## src/rtl/rc4_prga_decrypt.sv

```systemverilog
// RC4 keystream generation and decrypt stage: walks the S array left by key scheduling,
// XORs the keystream with the encrypted ROM and writes plaintext. Optional: RC4_PLAINTEXT_CHECK_EN.
module rc4_prga_decrypt #(
  parameter int MSG_LEN = 32,
  parameter int MSG_AW  = 5
) (
  input  logic              clk,
  input  logic              reset_n,
  input  logic              start,
  output logic              busy,
  output logic              done,
  output logic              key_invalid,
  output logic [7:0]        s_addr,
  output logic [7:0]        s_wdata,
  output logic              s_wren,
  input  logic [7:0]        s_q,
  output logic [MSG_AW-1:0] enc_addr,
  input  logic [7:0]        enc_q,
  output logic [MSG_AW-1:0] dec_addr,
  output logic [7:0]        dec_wdata,
  output logic              dec_wren
);

  typedef enum logic [3:0] {
    IDLE, RD_SI, WT_SI, LT_SI, WT_SJ, LT_SJ, WR_SJ, RD_F, WT_F, WR_DEC, DONE
  } state_t;

  localparam logic [MSG_AW-1:0] LAST_K = MSG_AW'(MSG_LEN - 1);
  localparam logic [MSG_AW-1:0] ONE_K  = MSG_AW'(1);

  state_t            state_reg;
  logic [7:0]        i_reg, j_reg, si_reg, sj_reg, enc_byte_reg;
  logic [MSG_AW-1:0] k_reg;
  logic              busy_reg, done_reg;
  logic [7:0]        s_addr_reg, s_wdata_reg;
  logic              s_wren_reg;
  logic [MSG_AW-1:0] enc_addr_reg, dec_addr_reg;
  logic [7:0]        dec_wdata_reg;
  logic              dec_wren_reg;
  logic              finish_byte;

`ifdef RC4_PLAINTEXT_CHECK_EN
  logic key_invalid_reg;

  function automatic logic is_text(input logic [7:0] b);
    return ((b >= 8'h61) && (b <= 8'h7a)) || (b == 8'h20);
  endfunction

  assign key_invalid = key_invalid_reg;
  // A non-text byte means the key is wrong, so stop after writing it.
  assign finish_byte = (k_reg == LAST_K) || !is_text(dec_wdata_reg);
`else
  assign key_invalid = 1'b0;
  assign finish_byte = (k_reg == LAST_K);
`endif

  assign busy      = busy_reg;
  assign done      = done_reg;
  assign s_addr    = s_addr_reg;
  assign s_wdata   = s_wdata_reg;
  assign s_wren    = s_wren_reg;
  assign enc_addr  = enc_addr_reg;
  assign dec_addr  = dec_addr_reg;
  assign dec_wdata = dec_wdata_reg;
  assign dec_wren  = dec_wren_reg;

  // Outputs are registered: each transition loads the values the next state presents.
  // Values derived from s_q are captured one cycle early, while the read data is already stable.
  always_ff @(posedge clk or negedge reset_n) begin
    if (!reset_n) begin
      state_reg     <= IDLE;
      i_reg         <= 8'd0;
      j_reg         <= 8'd0;
      k_reg         <= '0;
      si_reg        <= 8'd0;
      sj_reg        <= 8'd0;
      enc_byte_reg  <= 8'd0;
      busy_reg      <= 1'b0;
      done_reg      <= 1'b0;
      s_addr_reg    <= 8'd0;
      s_wdata_reg   <= 8'd0;
      s_wren_reg    <= 1'b0;
      enc_addr_reg  <= '0;
      dec_addr_reg  <= '0;
      dec_wdata_reg <= 8'd0;
      dec_wren_reg  <= 1'b0;
`ifdef RC4_PLAINTEXT_CHECK_EN
      key_invalid_reg <= 1'b0;
`endif
    end else begin
      s_wren_reg   <= 1'b0;
      dec_wren_reg <= 1'b0;
      case (state_reg)
        IDLE, DONE: begin
          if (start) begin
            i_reg        <= 8'd0;
            j_reg        <= 8'd0;
            k_reg        <= '0;
            done_reg     <= 1'b0;
            busy_reg     <= 1'b1;
            s_addr_reg   <= 8'd1;
            s_wdata_reg  <= 8'd0;
            enc_addr_reg <= '0;
            state_reg    <= RD_SI;
`ifdef RC4_PLAINTEXT_CHECK_EN
            key_invalid_reg <= 1'b0;
`endif
          end
        end
        RD_SI: begin
          i_reg     <= i_reg + 8'd1;
          state_reg <= WT_SI;
        end
        WT_SI: begin
          s_addr_reg <= j_reg + s_q;
          state_reg  <= LT_SI;
        end
        LT_SI: begin
          si_reg       <= s_q;
          enc_byte_reg <= enc_q;
          j_reg        <= j_reg + s_q;
          state_reg    <= WT_SJ;
        end
        WT_SJ: begin
          s_addr_reg  <= i_reg;
          s_wdata_reg <= s_q;
          s_wren_reg  <= 1'b1;
          state_reg   <= LT_SJ;
        end
        LT_SJ: begin
          sj_reg      <= s_q;
          s_addr_reg  <= j_reg;
          s_wdata_reg <= si_reg;
          s_wren_reg  <= 1'b1;
          state_reg   <= WR_SJ;
        end
        WR_SJ: begin
          s_addr_reg  <= si_reg + sj_reg;
          s_wdata_reg <= 8'd0;
          state_reg   <= RD_F;
        end
        RD_F: begin
          state_reg <= WT_F;
        end
        WT_F: begin
          dec_addr_reg  <= k_reg;
          dec_wdata_reg <= s_q ^ enc_byte_reg;
          dec_wren_reg  <= 1'b1;
          state_reg     <= WR_DEC;
        end
        WR_DEC: begin
          if (finish_byte) begin
            done_reg    <= 1'b1;
            busy_reg    <= 1'b0;
            s_addr_reg  <= 8'd0;
            s_wdata_reg <= 8'd0;
            state_reg   <= DONE;
`ifdef RC4_PLAINTEXT_CHECK_EN
            key_invalid_reg <= !is_text(dec_wdata_reg);
`endif
          end else begin
            k_reg        <= k_reg + ONE_K;
            enc_addr_reg <= k_reg + ONE_K;
            s_addr_reg   <= i_reg + 8'd1;
            state_reg    <= RD_SI;
          end
        end
        default: state_reg <= IDLE;
      endcase
    end
  end

endmodule
```

## config.mk

```make
export PLATFORM = sky130hd
export DESIGN_NAME = rc4_prga_decrypt
export DESIGN_NICKNAME = d
export VERILOG_FILES = /design/src/rtl/rc4_prga_decrypt.sv
export SDC_FILE = /design/constraint.sdc
export NUM_CORES = 1
export LEC_CHECK = 0
export CAP_MARGIN = 20
export CORE_MARGIN = 5
export CORE_UTILIZATION = 50
export CTS_CLUSTER_DIAMETER = 80
export DETAILED_ROUTE_END_ITERATION = 8
export PLACE_DENSITY = 0.74
export SETUP_SLACK_MARGIN = 0.05
export SYNTH_ARGS = -nofsm -noshare
export SYNTH_HDL_FRONTEND = slang
export SYNTH_SLANG_ARGS = --single-unit
export TNS_END_PERCENT = 100
```

## constraint.sdc

```tcl
create_clock -name clk -period 2.2 [get_ports clk]
set_input_delay 0.44 -clock clk [delete_from_list [all_inputs] [get_ports clk]]
set_output_delay 0.44 -clock clk [all_outputs]
set_load 0.02 [all_outputs]
```

# After elaboration in Yosys (flattened, before gate mapping)
# Index checks and enable logic that the tools add are counted.
# Widths: inputs -> output; s select.
# classes
muxes,22
bitwise,1
addsub,4
eq_ne,14
reduce_logical,14
# ops
cell,n
$pmux 8 s6,1
$pmux 4 s10,1
$pmux 8 s5,1
$mux 8,4
$pmux 8 s2,2
$add 8x8->8,2
$eq 4x3->1 const B,4
$eq 4x4->1 const B,3
$mux 5,2
$pmux 5 s2,1
$reduce_and 3->1,3
$add 8x1->8 const B,1
$eq 4x2->1 const B,2
$mux 4,2
$xor 8x8->8,1
$mux 1,6
$ne 2x2->1 const B,3
$reduce_and 2->1,3
$reduce_bool 2->1,3
$reduce_bool 6->1,1
$add 5x1->5 const B,1
$eq 5x5->1 const B,1
$reduce_bool 5->1,1
$eq 4x1->1 const B,1
other kinds (3),5
# totals
elab_cells,70
reg_bits,82

# Longest topological paths before layout
# depth
word_depth,4
mapped_depth,10
depth_no_buf,9

# Least setup slack after synthesis
# Ideal clock, no wire load.
# synth_path
path_kind,register to register
from,register enc_addr[0] (netlist name)
to,register s_addr_reg[5] (netlist: s_addr[5])
stages_incl_launch_ff,11
setup_slack_ps,12
n_path_buf,2
arrival_ps,2102
required_time_ps,2113
synth_period_minus_slack_ps,2188
cell_sequence,dfrtp_1 ha_1 and3_1 ha_1 clkbuf_1 or3_1 clkbuf_1 nor3_1 a221o_1 a21oi_1 o211ai_1
# synth_lines
element,line,rtl
end signal: assignment,115,s_addr_reg <= j_reg + s_q;
end signal: assignment,125,s_addr_reg <= i_reg;
end signal: assignment,132,s_addr_reg <= j_reg;
end: declaration,35,"logic [7:0] s_addr_reg, s_wdata_reg;"

# Worst setup path in the final report
# layout_path
from,register j_reg[1]
to,register s_addr_reg[7] (netlist: s_addr[7])
# layout_between
elab_chain_cells,2
# layout_lines
element,line,rtl
start: declaration,32,"logic [7:0] i_reg, j_reg, si_reg, sj_reg, enc_byte_reg;"
start signal: assignment,121,j_reg <= j_reg + s_q;
$add 8x8->8,115,
$pmux 8 s6,93,case (state_reg)
# No other way between the ends.
# A chain may end at the register's enable or synchronous reset.

==> results.txt <==
Share of layout cells above drive strength 1: 0.1724
# setup viols final: 0
Routability congestion estimate: 0.9554
Setup WS pre-CTS: -537.7 ps
Data required, critical path: 2440 ps
Cts bufs inserted: 9
Tmin final: 2185 ps
Number of global-route vias before repair: 3579
Most Used Layer, Global Route: met2
Max Freq: 457.6 MHz
Peak supply drop: 724.1 µV
Initial core utilization: 0.5058
Grt met2 use: 0.3578
Setup Skew: 8.878 ps
Seq/Total Area, Yosys: 0.4698
Crit end category: register
Starting DRT DRC Count: 263
Clock root buffer: clkbuf_8
Power Density: 1512 nW/µm²
Crit Path Max Fanout: 3
Max Cap Violations: 0
Reg2reg setup slack: 10 ps
DR WL/cell: 16.79 µm
Number of I/O port buffers: 56
First-pass DRT Iterations: 4
Placeable Area: 8636 µm²
Tightest Hold Check Type: register to register
H-Tree Depth: 3
First-pass GRT wire length: 17.80 mm
EDFF count, synth: 0
Area delta synth->final: 29.76%
Hold Path Stages: 1
Synth async-reset ratio: 1.000
Die area: 10710 µm²
Worst setup margin: 14.76 ps
Design Area, Final: 5668 µm²
# rows: 34
Syn Nets: 503
Most frequent cells in the layout: dfrtp_1 (80), nand2_1 (76), clkdlybuf4s50_1 (49)
Critical path class: register to register
Post-DRT Antenna Nets: 0
Clock Sinks: 82
CTS tree: built
# DRC: 0
NumNets Final: 590
Total wire length: 11.17 mm
Fill count: 691
FF+latch area: 2054 µm²
Tot Pwr: 8.567 mW
Area of placed instances: 5268 µm²
# diodes: 0
Hold Vio Cnt, Final: 0
Yosys warnings: 0
Max-slew violations: 0
DIE HEIGHT: 103.5 µm
R2R cell count: 7
Worst Path Arrival: 2430 ps
Distinct cell type count after synthesis: 53
Most common cell after layout, fill and taps aside: dfrtp_1
Post-Syn Area: 4368 µm²
Register clock-pin slew on the reported worst setup and hold paths: 80 ps
Hold Slack: 480.0 ps
Final Cycle Share: 0.9933
Vias: 3742
Die width: 103.5 µm
RSZ-0062 raised after global routing: true
Largest net degree at the start of global routing: 58
GR Layer Usage met1: 0.2816
Status: completed
Post-DP HPWL: 7.985 mm
Initial antenna violation count: 0
Gr ovfl total: 0
Multi-input gate area: 2241 µm²
GRT Total Usage: 0.2133
DP Cell Count: 646
Global-route met3 utilization: 0.03286
Leakage power: 2.572 nW
Worst-Skew Late Latency: 360 ps
Synth Flop Type: dfrtp_1
Non-filler cells, final: 665
I/O pin count: 58
Worst Setup Start Kind: register
Setup TNS: 0 ps
Post-synthesis cell count: 465
Syn Area/Cell: 9.393 µm²
Register bit total from synthesis: 82
Post-Route Utilization: 0.6563
DR vias/cell: 5.627
Max clock buf depth: 2
## metal layers
layer	wire length, µm	vias to the layer above
met5	0	-
met4	221	0
met2	5470	107
met1	4848	1822
met3	628	20
li1	-	1793
## report_power, final
part | switching, mW | internal, mW | leakage, nW | total [mW]
Combinational | 2.46 | 2.04 | 1.41 | 4.50
Clock | 0.554 | 0.899 | 0.134 | 1.45
Sequential | 0.493 | 2.12 | 1.03 | 2.61
## synthesized netlist by cell type (all sizes together) (3+ instances only)
cell type   n  area share
nand3      12       0.014
o22ai      12       0.017
a21o        5      0.0089
nor2       36       0.031
a21oi      26       0.030
and3        3      0.0043
o31ai       4      0.0069
inv        22       0.019
a22oi      11       0.019
clkbuf      6      0.0052
buf        16       0.019
xor2       10       0.020
nand2b      9       0.013
a221oi      3      0.0060
ha         17       0.049
dfrtp      82        0.47
a211o       3      0.0063
nor3       14       0.018
mux2i       4      0.0092
o21ai      30       0.034
mux2       13       0.034
nand2      77       0.066
o211ai      3      0.0052
xnor2      14       0.028
## what timing repair did
action / CTS / global route
endpoints found under the setup margin: 12 / 4
hold endpoints to repair: 25 / 0
gates cloned: 0 / 0
hold buffers: 1 / 0
gates resized for setup: 8 / 17
pin swaps: 5 / 12
buffers inserted: 1 / 1
## cells by family after synthesis
group,count (synthesis),share of synthesized area
simple gates,164,0.1664
compound gates,114,0.1710
flops,82,0.4698
buf+inv,44,0.04325
xor+xnor,24,0.04812
fa+ha+maj,19,0.05786
mux,17,0.04268
other cells,1,0.0008585
## worst paths after layout
| kind | startpoint | endpoint |
|---|---|---|
| setup / recovery | j_reg[1] | s_addr[7] |
| hold / removal | busy | busy |
| setup reg to reg | j_reg[1] | s_addr[7] |
| hold reg to reg | busy | busy |
| max in group asynchronous | reset_n | sj_reg[1] |
| min in group asynchronous | reset_n | state_reg[1] |
## worst max-delay path, cell delays in order, from the launching register on
cell and delay [ps]:
dfrtp_1 430, ha_4 230, a211o_1 350, a2111oi_4 380, nor2_1 90, xor2_1 250
a211oi_2 110, a211o_1 230
## cell type report
class	instances	area share
Inverter	22	0.01457
Clock buffer	11	0.02494
Multi-Input combinational cell	339	0.3954
Sequential cell	82	0.3625
Timing Repair Buffer	98	0.1567
Tap cell	108	0.02384
Clock inverter	5	0.02208
No activity file was read; power rests on OpenSTA's default activity.
